<file path="config.mk">
export PLATFORM = sky130hd
export DESIGN_NAME = wordle_match_finder
export DESIGN_NICKNAME = d
export VERILOG_FILES = /design/src/rtl/wordle_pkg.sv /design/src/rtl/wordle_match_finder.sv
export SDC_FILE = /design/constraint.sdc
export NUM_CORES = 1
export LEC_CHECK = 0
export ABC_AREA = 1
export CELL_PAD_IN_SITES_DETAIL_PLACEMENT = 1
export CELL_PAD_IN_SITES_GLOBAL_PLACEMENT = 2
export CORE_ASPECT_RATIO = 1.1
export CORE_MARGIN = 2
export CORE_UTILIZATION = 12
export DETAILED_ROUTE_END_ITERATION = 10
export GPL_ROUTABILITY_DRIVEN = 0
export PLACE_DENSITY_LB_ADDON = 0.1
export SLEW_MARGIN = 25
export SYNTH_ARGS = -nofsm -noshare
export SYNTH_HDL_FRONTEND = slang
export SYNTH_SLANG_ARGS = --single-unit
</file>
<file path="constraint.sdc">
create_clock -name vclk -period 0.95
set_clock_uncertainty 0.15 [all_clocks]
set_input_delay 0.19 -clock vclk [all_inputs]
set_output_delay 0.19 -clock vclk [all_outputs]
set_load 0.1 [all_outputs]
</file>
<file path="src/rtl/wordle_pkg.sv">
// Shared constants, state encoding and helpers for the Wordle guess checker.
// Optional build macro WORDLE_CHK_INVALID_EN enables the letter-range check.
package wordle_pkg;

    localparam int WORD_LEN   = 5;
    localparam int LETTER_W   = 5;
    localparam int LETTER_MAX = 25;
    localparam int POS_W      = $clog2(WORD_LEN);
    localparam int WORD_W     = WORD_LEN * LETTER_W;
    localparam int COLORS_W   = 2 * WORD_LEN;

    localparam logic [1:0] COLOR_GRAY   = 2'b00;
    localparam logic [1:0] COLOR_YELLOW = 2'b01;
    localparam logic [1:0] COLOR_GREEN  = 2'b10;

    typedef enum logic [1:0] {
        ST_I      = 2'd0,
        ST_GREEN  = 2'd1,
        ST_YELLOW = 2'd2,
        ST_DONE   = 2'd3
    } state_e;

    function automatic logic [LETTER_W-1:0] letter_at(input logic [WORD_W-1:0] word,
                                                      input logic [POS_W-1:0]  pos);
        return word[LETTER_W*pos +: LETTER_W];
    endfunction

    function automatic logic all_green(input logic [COLORS_W-1:0] colors);
        logic ok;
        ok = 1'b1;
        for (int i = 0; i < WORD_LEN; i++) begin
            if (colors[2*i +: 2] != COLOR_GREEN) ok = 1'b0;
        end
        return ok;
    endfunction

    function automatic logic has_invalid_letter(input logic [WORD_W-1:0] word);
        logic bad;
        bad = 1'b0;
        for (int i = 0; i < WORD_LEN; i++) begin
            if (int'(word[LETTER_W*i +: LETTER_W]) > LETTER_MAX) bad = 1'b1;
        end
        return bad;
    endfunction

endpackage

</file>
<file path="src/rtl/wordle_match_finder.sv">
// Combinational search for the lowest unused target position holding a given letter.
module wordle_match_finder
    import wordle_pkg::*;
(
    input  logic [LETTER_W-1:0] letter,
    input  logic [WORD_W-1:0]   target,
    input  logic [WORD_LEN-1:0] used,
    output logic                found,
    output logic [WORD_LEN-1:0] match_onehot
);

    // NOTE: every output gets a default before the loop so no latch is inferred.
    always_comb begin
        found        = 1'b0;
        match_onehot = '0;
        for (int j = 0; j < WORD_LEN; j++) begin
            if (!found && !used[j] && target[LETTER_W*j +: LETTER_W] == letter) begin
                found           = 1'b1;
                match_onehot[j] = 1'b1;
            end
        end
    end

endmodule

</file>
==> flow_metrics.env, run 1 <==
export IMPL_drive_gt1_share_pct=73.8
export IMPL_initial_utilization_pct=12.6
export IMPL_synth_nets=153
export IMPL_synthTopCellsByArea="nand2_1 41%, inv_1 15%, nor2_1 12%"
export IMPL_leakagePower_nw=0.672
export IMPL_track_usage_pct=10.3
export IMPL_final_hold_viol_count=0
export IMPL_die_area_um2=4710
export IMPL_worstMarginPinSlew_ns=0.172
export IMPL_setup_ws_ns=-0.539
export IMPL_ir_worst_vdd_mv=0.159
export IMPL_crit_slowest_cell="buf_12"
export IMPL_rsz0062_at_grt="yes"
export IMPL_route_detailed_drc=0
export IMPL_fp_dieW_um=65.7
export IMPL_grt_pass1_vias=842
export IMPL_grt_antenna_before_repair=0
export IMPL_synth_avg_cell_area_um2=4.25
export IMPL_wl_per_cell_um=11.1
export IMPL_synth_top_area_share_pct=41.1
export IMPL_fmax_mhz=671
export IMPL_die_y_um=71.8
export IMPL_hp_class="input pin to output pin"
export IMPL_synth_top_area_cell="nand2_1"
export IMPL_whs_ns=0.774
export IMPL_final_period_utilization_pct=157
export IMPL_num_rows=24
export IMPL_path_cells="buf_12, inv_16, nand2_2, nand2_2, nor2_2, nand3_2, nand4_1, nor2_4, buf_12"
export IMPL_crit_path_max_fanout=6
export IMPL_place_hpwl_um=2020
export IMPL_crit_arrival_ns=1.15
export IMPL_final_util_pct=33.9
export IMPL_finalSetupViolations=6
export IMPL_ios=41
export IMPL_fillers=516
export IMPL_crit_type="input pin to output pin"
export IMPL_cp_end_kind="output pin"
export IMPL_flops_and_latches=0
export IMPL_ys_types=17
export IMPL_p_per_area_nw_per_um2=446
export IMPL_synth_warnings=0
export IMPL_drt_pass1_iterations=3
export IMPL_grt_remaining_overflow=0
export IMPL_startpoint_type="input pin"
export IMPL_mostFrequentLayoutCells="31 x nand2_2, 23 x buf_2, 21 x nand2_1, 13 x inv_1, 11 x nor2_4"
export IMPL_vias=854
export IMPL_drt_iter0_drc=9
export IMPL_seq_area_um2=0
export IMPL_grt_pass1_wl_um=3880
export IMPL_slew_viol_final=0
export IMPL_design_power_total_w=0.000605
export IMPL_n_antenna_cell=0
export IMPL_design_area_um2=1360
export IMPL_slew_headroom_pct=88.5
export IMPL_placed_cell_area_um2=1150
export IMPL_period_needed_ns=1.49
export IMPL_clock_buffers=0
export IMPL_vias_per_cell=3.95
export IMPL_status="complete, but fails checks"
export IMPL_syn_inst=118
export IMPL_maxCapViolCount=0
export IMPL_netlist_area_um2=502
export IMPL_area_delta_synth_final_pct=170
export IMPL_numPortBuffers=41
export IMPL_core_area_um2=3990
export IMPL_ant_nets=0
export IMPL_routed_wl_um=2390
export IMPL_nets=201
export IMPL_cp_required_ns=0.61
export IMPL_final_common_cell="nand2_2"
export IMPL_holdBufCountCts=0
export IMPL_grt_max_degree=9
export IMPL_cpPeakStageDelay_ns=0.18
export IMPL_ys_seq_area_share_pct=0
export IMPL_violations="setup timing"
-- logic make-up (layout without fill, tap and decap cells) --
group | after synthesis | count (layout) | share of synthesized area (%)
AO/OA/AOI/OAI | 4 | 4 | 4.24
buffers and inverters | 26 | 72 | 19.5
XOR/XNOR | 2 | 2 | 3.49
AND/OR/NAND/NOR | 86 | 86 | 72.8
-- area by class of cell --
cell class / count / area, um^2 / area share (%)
Multi-Input combinational cell: 92 / 693 / 51.2
Timing Repair Buffer: 46 / 433 / 31.9
Inverter: 26 / 164 / 12.1
Tap cell: 52 / 65.1 / 4.80
-- path summary, 6_finish.rpt --
path	from	endpoint	slack (ns)	cells after the start
min	used[3]	match_onehot[3]	0.77	7
max	letter[3]	match_onehot[4]	-0.54	9
-- cell usage after synthesis --
library cell,number
nand2_1,55
inv_1,20
nor2_1,16
inv_2,6
nand3_1,4
nor2_2,4
a21oi_1,2
nand3_2,2
and3_1,1
nand2_2,1
nand4_1,1
nor3_1,1
nor3_2,1
o21ai_1,1
o22ai_1,1
xnor2_1,1
xor2_1,1
-- per-stage QoR --
step | TNS [ns] | std cells | worst slack, ns
after global routing | -3.41 | 216 | -0.605
after CTS | -2.95 | 212 | -0.551
final | -3.03 | 216 | -0.539
after global placement | -6.63 | 212 | -1.14
after floorplan | -3.57 | 118 | -0.879
after detailed placement | -6.73 | 212 | -1.18
-- repair_timing --
action                     4_1_cts  5_1_grt
hold endpoints to repair         0        0
buffers inserted                 1        4
pin swaps                       51       28
setup endpoints to repair        6        6
resized for setup              183       42
-- power breakdown --
| group | total [W] | switching (W) | internal (W) | leakage [nW] |
|---|---|---|---|---|
| clock | 0 | 0 | 0 | 0 |
| combinational | 0.000605 | 0.000344 | 0.000261 | 0.672 |
| sequential | 0 | 0 | 0 | 0 |
| total | 0.000605 | 0.000344 | 0.000261 | 0.672 |
-- metal layers --
metal | up-vias | global-route usage [%] | routed length, um
li1 | 440 | - | -
met1 | 392 | 12.5 | 897
met2 | 22 | 20.7 | 1360
met3 | 0 | 0.471 | 128
met4 | 0 | 0 | 0
met5 | - | 0 | 0
-- worst max-delay path: cells and delay by family --
family                 cells  cell delay [ns]
AND/OR/NAND/NOR            6             0.58
buffers and inverters      3             0.36
Note: power is estimated with default switching activity, not from simulation.
==> run 2: changes to the inputs <==
--- a/config.mk
+++ b/config.mk
@@ -13,8 +13,10 @@
 export CORE_UTILIZATION = 12
 export DETAILED_ROUTE_END_ITERATION = 10
 export GPL_ROUTABILITY_DRIVEN = 0
+export GPL_TIMING_DRIVEN = 0
 export PLACE_DENSITY_LB_ADDON = 0.1
 export SLEW_MARGIN = 25
 export SYNTH_ARGS = -nofsm -noshare
 export SYNTH_HDL_FRONTEND = slang
 export SYNTH_SLANG_ARGS = --single-unit
+export TNS_END_PERCENT = 1
==> flow_metrics.env, run 2 (synthesis gave the netlist of run 1 again) <==
export IMPL_n_antenna_cell=0
export IMPL_dp_cells=211
export IMPL_final_period_utilization_pct=160
export IMPL_vias_per_cell=3.90
export IMPL_place_ws_ns=-2.14
export IMPL_crit_slowest_cell="dlygate4sd2_1"
export IMPL_grt_pass1_wl_um=3620
export IMPL_ant_nets=0
export IMPL_clock_buffers=0
export IMPL_cpPeakStageDelay_ns=0.24
export IMPL_grt_antenna_before_repair=0
export IMPL_drt_pass1_iterations=2
export IMPL_startpoint="target[20]"
export IMPL_initial_utilization_pct=12.6
export IMPL_hold_depth=7
export IMPL_setup_ws_ns=-0.574
export IMPL_num_rows=24
export IMPL_multi_input_area_um2=588
export IMPL_core_area_um2=3990
export IMPL_holdBufCountCts=0
export IMPL_cp_end_kind="output pin"
export IMPL_route_detailed_drc=0
export IMPL_min_from="used[3]"
export IMPL_numPortBuffers=41
export IMPL_hold_path_end="match_onehot[3]"
export IMPL_nets=197
export IMPL_slew_headroom_pct=88.5
export IMPL_vias=827
export IMPL_slew_viol_final=0
export IMPL_fmax_mhz=656
export IMPL_die_y_um=71.8
export IMPL_seq_area_um2=0
export IMPL_wl_per_cell_um=10.4
export IMPL_die_area_um2=4710
export IMPL_status="complete, but fails checks"
export IMPL_grt_pass1_vias=810
export IMPL_flops_and_latches=0
export IMPL_ir_worst_vdd_mv=0.105
export IMPL_grt_remaining_overflow=0
export IMPL_track_usage_pct=9.41
export IMPL_crit_arrival_ns=1.18
export IMPL_ios=41
export IMPL_grt_max_degree=8
export IMPL_fp_dieW_um=65.7
export IMPL_rsz0062_at_grt="yes"
export IMPL_crit_type="input pin to output pin"
export IMPL_leakagePower_nw=0.632
export IMPL_hp_class="input pin to output pin"
export IMPL_worstMarginPinSlew_ns=0.172
export IMPL_mostFrequentLayoutCells="42 x nand2_1, 19 x inv_1, 11 x buf_2, 10 x nand2_2, 10 x clkbuf_2"
export IMPL_drt_iter0_drc=4
export IMPL_finalSetupViolations=6
export IMPL_area_delta_synth_final_pct=133
export IMPL_drive_gt1_share_pct=50.0
export IMPL_final_common_cell="nand2_1"
export IMPL_startpoint_type="input pin"
export IMPL_fillers=524
export IMPL_final_hold_viol_count=0
export IMPL_period_needed_ns=1.52
export IMPL_routed_wl_um=2210
export IMPL_place_hpwl_um=1880
export IMPL_violations="setup timing"
export IMPL_crit_path_max_fanout=2
export IMPL_instances_no_fill=212
export IMPL_cp_required_ns=0.61
export IMPL_path_cells="dlygate4sd2_1, xnor2_1, and3_1, nand3_2, nor2_4, buf_12"
export IMPL_p_per_area_nw_per_um2=442
export IMPL_maxCapViolCount=0
[run 2: timing repair]
action,CTS,global route
pin swaps,49,24
gates cloned,0,0
setup buffers,1,0
setup endpoints to repair,6,6
resized for setup,191,37
[run 2: where the power goes]
group | leakage, nW | total (W) | internal (W) | switching [W]
combinational | 0.632 | 0.000517 | 0.000221 | 0.000297
clock | 0 | 0 | 0 | 0
sequential | 0 | 0 | 0 | 0
total | 0.632 | 0.000517 | 0.000221 | 0.000297
[run 2: area by class of cell]
| class | count | area share (%) |
|---|---|---|
| Multi-Input combinational cell | 92 | 50.2 |
| Timing Repair Buffer | 42 | 33.8 |
| Inverter | 26 | 10.5 |
| Tap cell | 52 | 5.56 |
[run 2: critical path: cells and delay by family]
kind,cells,cell delay [ns]
AND/OR/NAND/NOR,3,0.46
buffers and inverters,2,0.42
XOR/XNOR,1,0.11
[run 2: worst max-delay path by stage]
stage / end / slack (ns) / cells past startpoint
floorplan: match_onehot[1] / -0.93 / 7
global placement: found / -2.15 / 10
detailed placement: found / -2.14 / 10
CTS: match_onehot[4] / -0.59 / 10
global route: match_onehot[4] / -0.63 / 10
finish: match_onehot[4] / -0.57 / 6
[run 2: metal layers]
metal	up-vias	part of all wire, %	track usage [%]
li1	433	-	-
met1	370	41	11.7
met2	24	55	18.7
met3	0	4.4	0.314
met4	0	0	0
met5	-	0	0
[run 2: metrics by stage]
step                power [W]  utilization (%)  hold slack, ns  area, um^2  setup TNS (ns)
floorplan            0.000215                -           0.561         520           -5.02
global placement     0.000434             24.9            1.90         996          -12.21
detailed placement   0.000436             24.9            1.89         996          -12.21
CTS                  0.000483             28.2           0.785        1130           -3.16
global route         0.000564             29.3           0.809        1170           -3.34
finish               0.000517             29.3           0.756        1170           -2.97
